==> src/rtl/footswitch_pkg.sv <==
// Shared types and constants for the footswitch conditioning block.
package footswitch_pkg;

  typedef enum logic [1:0] {
    FS_RELEASED,
    FS_PRESSED,
    FS_HELD
  } fs_state_t;

  localparam int SYNC_STAGES = 2;

endpackage

==> src/rtl/sync_debounce.sv <==
// Two-flop synchronizer followed by a stability counter; btn_level only
// follows the synced input after DEBOUNCE_CYCLES consecutive differing samples.
module sync_debounce
  import footswitch_pkg::*;
#(
  parameter int DEBOUNCE_CYCLES = 250000,
  parameter bit ACTIVE_LOW      = 1'b0
) (
  input  logic clk,
  input  logic rst,
  input  logic btn_in,
  output logic btn_level
);

  localparam int DW = $clog2(DEBOUNCE_CYCLES) + 1;

  logic [SYNC_STAGES-1:0] sync_q;
  logic [DW-1:0]          deb_cnt;
  logic                   synced;

  // Flops reset to the raw level that means "not pressed".
  always_ff @(posedge clk) begin
    if (rst) sync_q <= {SYNC_STAGES{ACTIVE_LOW}};
    else     sync_q <= {sync_q[SYNC_STAGES-2:0], btn_in};
  end

  assign synced = sync_q[SYNC_STAGES-1] ^ ACTIVE_LOW;

  always_ff @(posedge clk) begin
    if (rst) begin
      deb_cnt   <= '0;
      btn_level <= 1'b0;
    end else if (synced == btn_level) begin
      deb_cnt <= '0;
    end else if (deb_cnt == DW'(DEBOUNCE_CYCLES - 1)) begin
      btn_level <= synced;
      deb_cnt   <= '0;
    end else begin
      deb_cnt <= deb_cnt + 1'b1;
    end
  end

endmodule

==> src/rtl/footswitch_pulse.sv <==
// Footswitch conditioner: debounced level plus single-cycle press / long-press
// command pulses. Long-press support is built only with FOOTSWITCH_LONG_PRESS_EN.
//
// state       | meaning
// FS_RELEASED | debounced level low, waiting for a press
// FS_PRESSED  | press accepted and pulsed, timing the hold
// FS_HELD     | long press already pulsed, waiting for release
module footswitch_pulse
  import footswitch_pkg::*;
#(
  parameter int DEBOUNCE_CYCLES = 250000,
  parameter int LONG_CYCLES     = 50000000,
  parameter bit ACTIVE_LOW      = 1'b0
) (
  input  logic clk,
  input  logic rst,
  input  logic btn_in,
  output logic btn_level,
  output logic press_pulse,
  output logic long_press_pulse
);

  if (DEBOUNCE_CYCLES < 2 || LONG_CYCLES < 2) begin : g_bad_params
    $error("footswitch_pulse: DEBOUNCE_CYCLES and LONG_CYCLES must be >= 2");
  end

  fs_state_t state_q, state_d;
  logic      press_d;

  sync_debounce #(
    .DEBOUNCE_CYCLES(DEBOUNCE_CYCLES),
    .ACTIVE_LOW     (ACTIVE_LOW)
  ) u_sync_debounce (
    .clk      (clk),
    .rst      (rst),
    .btn_in   (btn_in),
    .btn_level(btn_level)
  );

`ifdef FOOTSWITCH_LONG_PRESS_EN
  localparam int HW = $clog2(LONG_CYCLES) + 1;

  logic [HW-1:0] hold_cnt;
  logic          long_d;

  // Cleared while released so it starts from zero on the press edge; saturates in HELD.
  always_ff @(posedge clk) begin
    if (rst)                                                    hold_cnt <= '0;
    else if (state_q == FS_RELEASED)                            hold_cnt <= '0;
    else if (state_q == FS_PRESSED && hold_cnt != HW'(LONG_CYCLES - 1)) hold_cnt <= hold_cnt + 1'b1;
  end

  always_ff @(posedge clk) begin
    if (rst) long_press_pulse <= 1'b0;
    else     long_press_pulse <= long_d;
  end
`else
  assign long_press_pulse = 1'b0;
`endif

  always_ff @(posedge clk) begin
    if (rst) begin
      state_q     <= FS_RELEASED;
      press_pulse <= 1'b0;
    end else begin
      state_q     <= state_d;
      press_pulse <= press_d;
    end
  end

  always_comb begin
    state_d = state_q;
    press_d = 1'b0;
`ifdef FOOTSWITCH_LONG_PRESS_EN
    long_d  = 1'b0;
`endif
    case (state_q)
      FS_RELEASED: begin
        if (btn_level) begin
          state_d = FS_PRESSED;
          press_d = 1'b1;
        end
      end
      FS_PRESSED: begin
        // Release is checked first so a fall on the terminal count suppresses the long pulse.
        if (!btn_level) begin
          state_d = FS_RELEASED;
        end
`ifdef FOOTSWITCH_LONG_PRESS_EN
        else if (hold_cnt == HW'(LONG_CYCLES - 1)) begin
          state_d = FS_HELD;
          long_d  = 1'b1;
        end
`endif
      end
`ifdef FOOTSWITCH_LONG_PRESS_EN
      FS_HELD: begin
        if (!btn_level) state_d = FS_RELEASED;
      end
`endif
      default: state_d = FS_RELEASED;
    endcase
  end

endmodule
==> config.mk <==
export PLATFORM = sky130hd
export DESIGN_NAME = footswitch_pulse
export DESIGN_NICKNAME = d
export VERILOG_FILES = /design/src/rtl/footswitch_pkg.sv /design/src/rtl/sync_debounce.sv /design/src/rtl/footswitch_pulse.sv
export SDC_FILE = /design/constraint.sdc
export NUM_CORES = 1
export LEC_CHECK = 0
export BUFFER_PORTS_ARGS = -buffer_cell sky130_fd_sc_hd__buf_2
export CORE_AREA = 2 2 47 49
export CTS_CLUSTER_SIZE = 20
export DETAILED_ROUTE_END_ITERATION = 10
export DIE_AREA = 0 0 49 51
export PLACE_DENSITY_LB_ADDON = 0.15
export SLEW_MARGIN = 20
export SYNTH_ARGS = -nofsm -noshare
export SYNTH_HDL_FRONTEND = slang
export SYNTH_HIERARCHICAL = 1
export SYNTH_SLANG_ARGS = --single-unit
==> constraint.sdc <==
create_clock -name clk -period 3.9 [get_ports clk]
set_input_delay 1.17 -clock clk [delete_from_list [all_inputs] [get_ports clk]]
set_output_delay 1.17 -clock clk [all_outputs]
set_load 0.005 [all_outputs]
* Word level (Yosys, flattened, before mapping)
Cells that the tools add are included.
Operators by class: add/subtract/negate cells 1, eq/ne operators 5, multiplexer cells 4, bitwise operators 2, reduce and logical (&&, ||, !) cells 5
Operator list (number):
- 19-bit by 1-bit adder with 19-bit output (second input constant) | 1
- 19-bit by 18-bit == test with 1-bit output (second input constant) | 1
- 2-bit two-way mux | 2
- 2-bit case mux with 2 select lines | 1
- 2-bit AND reduction | 2
- 3-bit OR reduction | 1
- 2-bit by 1-bit == test with 1-bit output (second input constant) | 1
- 2-bit zero test | 1
- 2-bit by 1-bit != test with 1-bit output (second input constant) | 1
- 2-bit != test (second input constant) | 1
- 1-bit NOT | 2
- 2-bit OR reduction | 1
- 1-bit == test | 1
- 1-bit two-way mux | 1
Word-level totals: register bits after elaboration 25, input port bits 3, output and inout bits 3

* Depth between registers and ports, before layout
Gate-level depths: netlist (run 1).
word-level depth 3, mapped depth 6

* By module
The synthesis (run 1) kept the hierarchy.
By module, submodules not included:
- sync_debounce | times used 1, cells each 109, area an instance 954.7 um^2, sequential area each 440.4 um^2
- footswitch_pulse | times used 1, cells each 6, area an instance 70.1 um^2, sequential area each 40.0 um^2

* Worst setup path before layout (run 1)
No wires, ideal clock.
kind input port to flip-flop, from input rst, to register u_sync_debounce.deb_cnt[10], library setup time 0.117 ns, data arrival time 1.772 ns, required time 3.783 ns, path slack 2.011 ns, stages 4, cell sequence nor2_1 -> o21ai_1 -> buf_2 -> nor2_1
On the way: cells in the longest elaborated chain, start to end 1
Ends and longest elaborated chain:
- start: declaration | RTL line footswitch_pulse.sv:16 | input logic rst,
- 3-bit OR reduction (no line)
- end signal: assignment | RTL line sync_debounce.sv:39 | deb_cnt <= deb_cnt + 1'b1;
- end: declaration | RTL line sync_debounce.sv:18 | logic [DW-1:0] deb_cnt;
No other way between the ends. A chain may end at the register's enable or synchronous reset.

* Worst setup path after layout (run 1)
from register u_sync_debounce.deb_cnt[0], to register u_sync_debounce.deb_cnt[7]
On the way: cells in the longest elaborated chain, start to end 2
Ends and longest elaborated chain:
- parallel branches: the longest is 2 deep, another holds 19-bit by 1-bit adder with 19-bit output
Parallel ways; which one is timed is not known.

==> results of run 1 <==
==> per-stage QoR <==
step           total power (W)  utilization, %  cells
2_1_floorplan         0.000256               -    115
3_3_place_gp          0.000258            51.7    144
3_5_place_dp          0.000258            51.7    144
4_1_cts               0.000439            54.2    148
5_1_grt               0.000448            54.2    148
6_report              0.000431            54.2    148
==> registers in the layout, indices dropped and copies added, names as in the netlist <==
register	cells
u_sync_debounce/sync_q	2
u_sync_debounce/btn_level	1
press_pulse	1
u_sync_debounce/deb_cnt	19
state_q	1
==> worst min-delay path by stage <==
stage | start | cells after the start | to
5_1_grt | state_q[0]$_SDFFE_PP0P_ | 1 | press_pulse$_SDFF_PP0_
2_1_floorplan | state_q[0]$_SDFFE_PP0P_ | 1 | press_pulse$_SDFF_PP0_
6_report | state_q[0]$_SDFFE_PP0P_ | 1 | press_pulse$_SDFF_PP0_
3_3_place_gp | state_q[0]$_SDFFE_PP0P_ | 1 | press_pulse$_SDFF_PP0_
4_1_cts | state_q[0]$_SDFFE_PP0P_ | 1 | press_pulse$_SDFF_PP0_
3_5_place_dp | state_q[0]$_SDFFE_PP0P_ | 1 | press_pulse$_SDFF_PP0_
==> layout make-up <==
class | instances | area (sq um) | share of cell area, %
clock buffer | 3 | 22.5 | 2.01
clock inverter | 1 | 30.0 | 2.68
inverter | 7 | 26.3 | 2.35
multi-input combinational | 80 | 497 | 44.4
sequential | 24 | 480 | 43.0
tap | 28 | 35.0 | 3.13
timing repair buffer | 5 | 27.5 | 2.46
==> cell usage in the layout (no fill, tap or decap), types with 2 or more instances in the layout <==
master / synthesis / layout
nand3_1: 6 / 6
nor4_1: 3 / 3
nand2_1: 3 / 3
nand4_1: 3 / 3
nor2b_1: 4 / 4
o31ai_1: 4 / 4
dfxtp_1: 24 / 24
nor3_1: 4 / 4
clkbuf_4: 0 / 3
o21ai_0: 2 / 2
xnor2_1: 11 / 11
inv_1: 7 / 7
or4_1: 4 / 4
a21oi_1: 5 / 5
nor2_1: 16 / 16
xor2_1: 2 / 2
buf_2: 2 / 4
==> cell usage after synthesis <==
cell | count | area share, %
a21oi_1 | 5 | 2.4
and3_1 | 1 | 0.61
buf_2 | 2 | 0.98
buf_4 | 1 | 0.73
clkbuf_1 | 1 | 0.37
conb_1 | 1 | 0.37
dfxtp_1 | 24 | 47
ha_1 | 1 | 1.2
inv_1 | 7 | 2.6
nand2_1 | 3 | 1.1
nand3_1 | 6 | 2.9
nand4_1 | 3 | 1.8
nand4_2 | 1 | 1.2
nor2_1 | 16 | 5.9
nor2b_1 | 4 | 2.4
nor3_1 | 4 | 2.0
nor3b_1 | 1 | 0.73
nor3b_2 | 1 | 1.2
nor4_1 | 3 | 1.8
nor4b_1 | 1 | 0.85
o21ai_0 | 2 | 0.98
o21ai_1 | 1 | 0.49
o31ai_1 | 4 | 2.9
o41ai_1 | 1 | 0.85
or2_1 | 1 | 0.61
or2_2 | 1 | 0.61
or3_1 | 1 | 0.61
or3_2 | 1 | 0.73
or4_1 | 4 | 2.9
xnor2_1 | 11 | 9.4
xor2_1 | 2 | 1.7
==> per-layer routing <==
metal / part of all wire [%] / GRT usage [%] / vias to the layer above / wire, um
li1: - / - / 413 / -
met1: 50 / 21.0 / 358 / 863
met2: 46 / 27.2 / 8 / 805
met3: 1.9 / 2.63 / 4 / 33
met4: 1.8 / 10.0 / 0 / 32
met5: 0 / 0 / - / 0
==> cells by family after synthesis <==
| logic type | Yosys count |
|---|---|
| adder cells (fa/ha/maj) | 1 |
| other | 1 |
| XOR/XNOR | 13 |
| AO/OA/AOI/OAI | 13 |
| flip-flops | 24 |
| AND/OR/NAND/NOR | 52 |
| buffers and inverters | 11 |
==> power by group <==
part / leakage, nW / total, W / switching (W) / internal [W]
sequential: 0.194 / 0.000247 / 0.000000660 / 0.000246
combinational: 0.115 / 0.00000572 / 0.00000357 / 0.00000215
clock: 0.0279 / 0.000178 / 0.0000741 / 0.000104
==> impl_metrics.sql, run 1 <==
INSERT INTO impl_metrics (metric_group, metric, value, unit) VALUES
('logic_synthesis', 'synth_simple_gate_area_share', '28.1', '%'),
('worst_setup_path', 'setup.worst_path.end_class', 'flip-flop', ''),
('worst_setup_path', 'timing.reg2reg.worst_path_depth', '6', ''),
('clocking', 'cts_tree', 'done', ''),
('worst_setup_path', 'crit_chain', 'ha_1, and3_1, nand4_1, o21ai_1, buf_4, nor2_1', ''),
('sta', 'worst_hold_slack', '0.430', 'ns'),
('clocking', 'cts.clk_slew.worst_paths', '0.13', 'ns'),
('floorplanning', 'rows', '17', ''),
('place', 'hpwl', '1.25', 'mm'),
('job', 'max-cap-violations', '0', ''),
('place', 'gp_congestion', '0.730', ''),
('logic_synthesis', 'synth_seq_cells', '24', ''),
('place', 'number_of_port_buffers', '4', ''),
('logic_synthesis', 'synth-seq-area-share', '46.9', '%'),
('worst_setup_path', 'rr_endpoint', 'u_sync_debounce/deb_cnt[7]$_SDFF_PP0_', ''),
('global_routing', 'grt_antenna_before_repair', '0', ''),
('detailed_routing', 'detail-route-antenna-nets', '0', ''),
('finish', 'layout.nets', '125', ''),
('worst_setup_path', 'critPathKind', 'reg -> reg', ''),
('clocking', 'ctsResizeCount', '0', ''),
('global_routing', 'wire_length_of_the_first_global_routing_pass', '3.13', 'mm'),
('power_and_ir_drop', 'p_per_area', '385', 'mW/mm^2'),
('worst_setup_path', 'worstPathArrival', '2.26', 'ns'),
('logic_synthesis', 'syn-num-nets', '119', ''),
('floorplanning', 'design.die.area', '0.00250', 'sq mm'),
('worst_setup_path', 'critPathBufInv', '1', ''),
('global_routing', 'grt_pass1_vias', '707', ''),
('sta', 'tightestPinTransition', '0.664', 'ns'),
('floorplanning', 'dieHeight', '51', 'um'),
('worst_setup_path', 'worst_setup_path_start_kind', 'flip-flop', ''),
('detailed_routing', 'drc', '0', ''),
('worst_setup_path', 'crit_cells', '6', ''),
('finish', 'post-route-cell-area', '0.00112', 'sq mm'),
('clocking', 'maximum_clock_insertion_buffer_count', '2', ''),
('sta', 'setup-tns-final', '0', 'ns'),
('power_and_ir_drop', 'vdd_ir_drop_max', '0.000212', 'V'),
('logic_synthesis', 'post_synth_inst_count', '115', ''),
('finish', 'num_antenna_cells', '0', ''),
('detailed_routing', 'detail_route.first_pass.iterations', '4', ''),
('logic_synthesis', 'combinational_family_with_the_most_area_after_synthesis', 'simple AND/OR/NAND/NOR gates', ''),
('floorplanning', 'dieWidth', '49', 'um'),
('status', 'result_of_the_run', 'finished, final reports clean', ''),
('clocking', 'clock_latency_on_the_worst_skew_pair', '0.31', 'ns'),
('worst_setup_path', 'startpoint', 'u_sync_debounce/deb_cnt[0]$_SDFF_PP0_', ''),
('clocking', 'cts.sinks', '24', ''),
('global_routing', 'grt_util_all_layers', '16.7', '%'),
('floorplanning', 'num_io_pins', '6', ''),
('sta', 'max_slew_margin', '55.4', '%'),
('clocking', 'cts_root_buffer', 'clkbuf_4', ''),
('sta', 'final-hold-violation-count', '0', ''),
('clocking', 'cts-buffers-inserted', '3', ''),
('detailed_routing', 'detail_route.wl_per_cell', '11.7', 'um'),
('sta', 'final.min_clock_period', '2.04', 'ns'),
('detailed_routing', 'via_count', '783', ''),
('worst_setup_path', 'critical_path.reg2reg.startpoint', 'u_sync_debounce/deb_cnt[0]$_SDFF_PP0_', ''),
('sta', 'worst_setup_skew_after_layout', '0.00195', 'ns'),
('logic_synthesis', 'area_of_the_mapped_netlist', '0.00102', 'sq mm'),
('sta', 'final_max_slew_viol_count', '0', ''),
('power_and_ir_drop', 'cellLeakagePower', '0.337', 'nW'),
('place', 'place_ws', '1.66', 'ns'),
('detailed_routing', 'detail_route.iter0.violations', '15', ''),
('sta', 'finalCritPeriodShare', '52.2', '%'),
('sta', 'final_setup_violations', '0', ''),
('finish', 'fillers', '205', ''),
('worst_setup_path', 'timing.critical_path.required', '4.12', 'ns'),
('floorplanning', 'core_region_area', '0.00206', 'sq mm'),
('worst_setup_path', 'crit_family', 'compound AO/OA/AOI/OAI gates', ''),
('detailed_routing', 'via_per_inst', '5.29', ''),
('hold_path', 'hold_class', 'reg -> reg', ''),
('global_routing', 'grt_overflow_total', '0', ''),
('clocking', 'hold_buffers', '0', '');
(Power assumes the default switching activity.)
==> inputs of run 2 (changes only) <==
--- a/config.mk
+++ b/config.mk
@@ -5,11 +5,12 @@
 export SDC_FILE = /design/constraint.sdc
 export NUM_CORES = 1
 export LEC_CHECK = 0
+export ABC_AREA = 1
 export BUFFER_PORTS_ARGS = -buffer_cell sky130_fd_sc_hd__buf_2
-export CORE_AREA = 2 2 47 49
+export CORE_AREA = 2 2 51 53
 export CTS_CLUSTER_SIZE = 20
 export DETAILED_ROUTE_END_ITERATION = 10
-export DIE_AREA = 0 0 49 51
+export DIE_AREA = 0 0 53 55
 export PLACE_DENSITY_LB_ADDON = 0.15
 export SLEW_MARGIN = 20
 export SYNTH_ARGS = -nofsm -noshare
==> constraint.sdc (replaced) <==
create_clock -name clk -period 1.7 [get_ports clk]
set_input_delay 0.51 -clock clk [delete_from_list [all_inputs] [get_ports clk]]
set_output_delay 0.51 -clock clk [all_outputs]
set_load 0.005 [all_outputs]
==> run 2 against run 1 <==
  * Die area up 17%
  * Clock skew up 0.0026 ns
  * Sequential share of layout area down 5.6 points
  * Largest power group unchanged
  * Final cell count up 43%
  * Largest cell class unchanged
==> impl_metrics.sql, run 2 <==
INSERT INTO impl_metrics (metric_group, metric, value, unit) VALUES
('status', 'result_of_the_run', 'finished, final reports clean', ''),
('finish', 'layout.nets', '187', ''),
('sta', 'final-hold-violation-count', '0', ''),
('floorplanning', 'design.die.area', '0.00292', 'sq mm'),
('logic_synthesis', 'post_synth_inst_count', '176', ''),
('detailed_routing', 'drc', '0', ''),
('place', 'number_of_port_buffers', '4', ''),
('clocking', 'cts_root_buffer', 'clkbuf_4', ''),
('finish', 'most-common-layout-cells', '38 x nand2_1, 34 x nor2_1, 27 x inv_1', ''),
('sta', 'final_setup_violations', '0', ''),
('job', 'max-cap-violations', '0', ''),
('finish', 'regArea', '480', 'sq um'),
('clocking', 'htreeDepth', '1', ''),
('detailed_routing', 'detail_route.iter0.violations', '11', ''),
('finish', 'multi_input_area', '609', 'sq um'),
('logic_synthesis', 'synth_enable_flop_cells', '0', ''),
('sta', 'setup-tns-final', '0', 'ns'),
('clocking', 'maximum_clock_insertion_buffer_count', '2', ''),
('logic_synthesis', 'synth_simple_gate_area_share', '40.2', '%'),
('global_routing', 'pin_count_of_the_biggest_net_entering_global_routing', '18', ''),
('global_routing', 'grt_overflow_total', '0', ''),
('place', 'gp_congestion', '0.803', ''),
('finish', 'final_layout_size_suffix_gt1_share', '13.2', '%'),
('detailed_routing', 'detail-route-antenna-nets', '0', ''),
('finish', 'fillers', '263', ''),
('sta', 'finalCritPeriodShare', '88.3', '%'),
('logic_synthesis', 'combinational_family_with_the_most_area_after_synthesis', 'simple AND/OR/NAND/NOR gates', ''),
('finish', 'num_antenna_cells', '0', ''),
('clocking', 'cts.clk_slew.worst_paths', '0.13', 'ns'),
('global_routing', 'wire_length_of_the_first_global_routing_pass', '3.77', 'mm'),
('clocking', 'cts-buffers-inserted', '3', ''),
('logic_synthesis', 'synth-seq-area-share', '39.7', '%'),
('floorplanning', 'dieWidth', '53', 'um'),
('finish', 'flow.area_growth_from_synthesis', '6.20', '%'),
('logic_synthesis', 'netlist_top_cells_area', 'dfxtp_1 40%, nand2_1 12%, nor2_1 11%, inv_1 8.4%, nand3_1 4.1%', ''),
('clocking', 'clock_latency_on_the_worst_skew_pair', '0.30', 'ns'),
('sta', 'final.min_clock_period', '1.50', 'ns'),
('clocking', 'ctsResizeCount', '0', ''),
('finish', 'largest-register', 'u_sync_debounce/deb_cnt', ''),
('finish', 'final_common_cell', 'nand2_1', ''),
('logic_synthesis', 'post_synth_xor_area_fraction', '5.07', '%'),
('logic_synthesis', 'area_of_the_mapped_netlist', '0.00121', 'sq mm'),
('logic_synthesis', 'synth.top_cell.area_share', '39.7', '%'),
('worst_setup_path', 'timing.critical_path.required', '1.92', 'ns'),
('hold_path', 'hold_class', 'in -> reg', ''),
('logic_synthesis', 'yosys.area.top_type', 'dfxtp_1', ''),
('logic_synthesis', 'ys_dominant_reg_cell', 'dfxtp_1', ''),
('logic_synthesis', 'netlist-cell-type-count', '21', ''),
('floorplanning', 'num_io_pins', '6', ''),
('power_and_ir_drop', 'vdd_ir_drop_max', '0.000444', 'V'),
('worst_setup_path', 'crit_slowest_cell', 'dfxtp_1', ''),
('place', 'place.detailed.instances', '208', ''),
('power_and_ir_drop', 'p_per_area', '679', 'mW/mm^2'),
('hold_path', 'worst_hold_startpoint', 'rst', ''),
('place', 'hpwl', '1.61', 'mm'),
('floorplanning', 'initial_utilization', '51.2', '%'),
('sta', 'maxClockFrequency', '666', 'MHz'),
('global_routing', 'grt_antenna_before_repair', '0', ''),
('floorplanning', 'core_region_area', '0.00236', 'sq mm'),
('global_routing', 'grt_util_all_layers', '17.6', '%'),
('worst_setup_path', 'critical_path.reg2reg.startpoint', 'u_sync_debounce/deb_cnt[0]$_SDFF_PP0_', ''),
('logic_synthesis', 'syn-num-nets', '180', ''),
('worst_setup_path', 'setup.worst_path.end_class', 'flip-flop', ''),
('logic_synthesis', 'synth_seq_cells', '24', ''),
('detailed_routing', 'via_per_inst', '4.69', ''),
('logic_synthesis', 'synth_compound_gate_area_share', '3.72', '%'),
('worst_setup_path', 'worstPathArrival', '1.72', 'ns'),
('detailed_routing', 'detail_route.wl_per_cell', '9.71', 'um'),
('clocking', 'cts_tree', 'done', ''),
('finish', 'largest_registers_in_the_final_layout', 'u_sync_debounce/deb_cnt x19, u_sync_debounce/sync_q x2', ''),
('clocking', 'hold_buffers', '0', ''),
('power_and_ir_drop', 'cellLeakagePower', '0.509', 'nW'),
('clocking', 'cts.sinks', '24', ''),
('sta', 'worst_setup_skew_after_layout', '0.00457', 'ns'),
('worst_setup_path', 'critical-path-max-stage-delay', '0.39', 'ns'),
('logic_synthesis', 'synthArstFlopShare', '0', '%'),
('sta', 'final_max_slew_viol_count', '0', ''),
('finish', 'post_layout_nonfiller_instances', '212', ''),
('global_routing', 'grt_pass1_vias', '894', ''),
('logic_synthesis', 'synthAdderAreaFrac', '1.03', '%'),
('logic_synthesis', 'post_synth_mux_area_share', '0', '%'),
('floorplanning', 'dieHeight', '55', 'um'),
('worst_setup_path', 'critPathKind', 'reg -> reg', ''),
('finish', 'largest_register_ff_count', '19', ''),
('detailed_routing', 'detail_route.first_pass.iterations', '4', ''),
('clocking', 'cts_post_setup_buffers_inserted', '0', ''),
('detailed_routing', 'via_count', '994', ''),
('logic_synthesis', 'synth.cells.most_frequent', '38 x nand2_1, 34 x nor2_1, 27 x inv_1', ''),
('worst_setup_path', 'crit_chain', 'ha_1, nand3_1, inv_1, nand3_2, nand2_4, inv_1, nand2_1, inv_1', ''),
('worst_setup_path', 'crit_path_max_fanout', '17', ''),
('logic_synthesis', 'avgSynthCellArea', '6.87', 'sq um'),
('logic_synthesis', 'yosysWarnings', '6', ''),
('sta', 'rsz0062_at_grt', 'no', ''),
('logic_synthesis', 'post-synth-top-count-cell', 'nand2_1', ''),
('worst_setup_path', 'worst_path_most_repeated_cell', 'inv_1', ''),
('worst_setup_path', 'worst_setup_path_start_kind', 'flip-flop', ''),
('detailed_routing', 'postRouteWirelength', '2.06', 'mm'),
('worst_setup_path', 'startpoint', 'u_sync_debounce/deb_cnt[0]$_SDFF_PP0_', ''),
('floorplanning', 'rows', '18', '');
[run 2: critical path: cells and delay by family (launching register included)]
kind | cells | cell delay, ns
buffers and inverters | 3 | 0.25
AND/OR/NAND/NOR | 4 | 0.53
flip-flops | 1 | 0.39
adder cells (fa/ha/maj) | 1 | 0.24
[run 2: worst paths after layout]
check                                                              end  cells after the start  slack (ns)
worst max-delay path            u_sync_debounce/deb_cnt[15]$_SDFF_PP0_                      8        0.20
worst min-delay path              u_sync_debounce/sync_q[0]$_SDFF_PP0_                      2        0.38
worst max register to register  u_sync_debounce/deb_cnt[15]$_SDFF_PP0_                      8        0.20
worst min register to register                  press_pulse$_SDFF_PP0_                      1        0.40
[run 2: power breakdown]
| part | switching, W | internal (W) | leakage [nW] | total [W] |
|---|---|---|---|---|
| registers | 0.00000151 | 0.000565 | 0.194 | 0.000567 |
| logic | 0.00000917 | 0.00000501 | 0.294 | 0.0000142 |
| clock network | 0.000161 | 0.000131 | 0.0210 | 0.000291 |
| total | 0.000171 | 0.000701 | 0.509 | 0.000872 |
[run 2: cells by family after synthesis]
group | after synthesis
AND/OR/NAND/NOR | 105
buffers and inverters | 29
flip-flops | 24
AO/OA/AOI/OAI | 9
XOR/XNOR | 7
adder cells (fa/ha/maj) | 1
other | 1
[run 2: metal layers]
metal	share of wire, %	global-route usage [%]
met1	51	24.1
met2	46	28.3
met3	2.4	3.23
met4	0.49	5.13
met5	0	0
[run 2: area by class of cell]
cell class                 instances  area share, %
clock buffer                       4           2.82
inverter                          27           7.89
multi-input combinational        123           47.4
sequential                        24           37.4
tap                               30           2.92
timing repair buffer               4           1.56
[run 2: metrics by stage]
step	setup slack, ns	utilization, %	total power (W)	cell area, sq um	hold WS, ns
final	0.198	54.3	0.000872	1280	0.379
after detailed placement	0.211	52.8	0.000594	1250	0.389
after CTS	0.186	54.3	0.000886	1280	0.373
after floorplan	0.408	-	0.000591	1210	0.382
after global placement	0.283	52.8	0.000593	1250	0.386
after global routing	0.0207	54.3	0.000916	1280	0.364
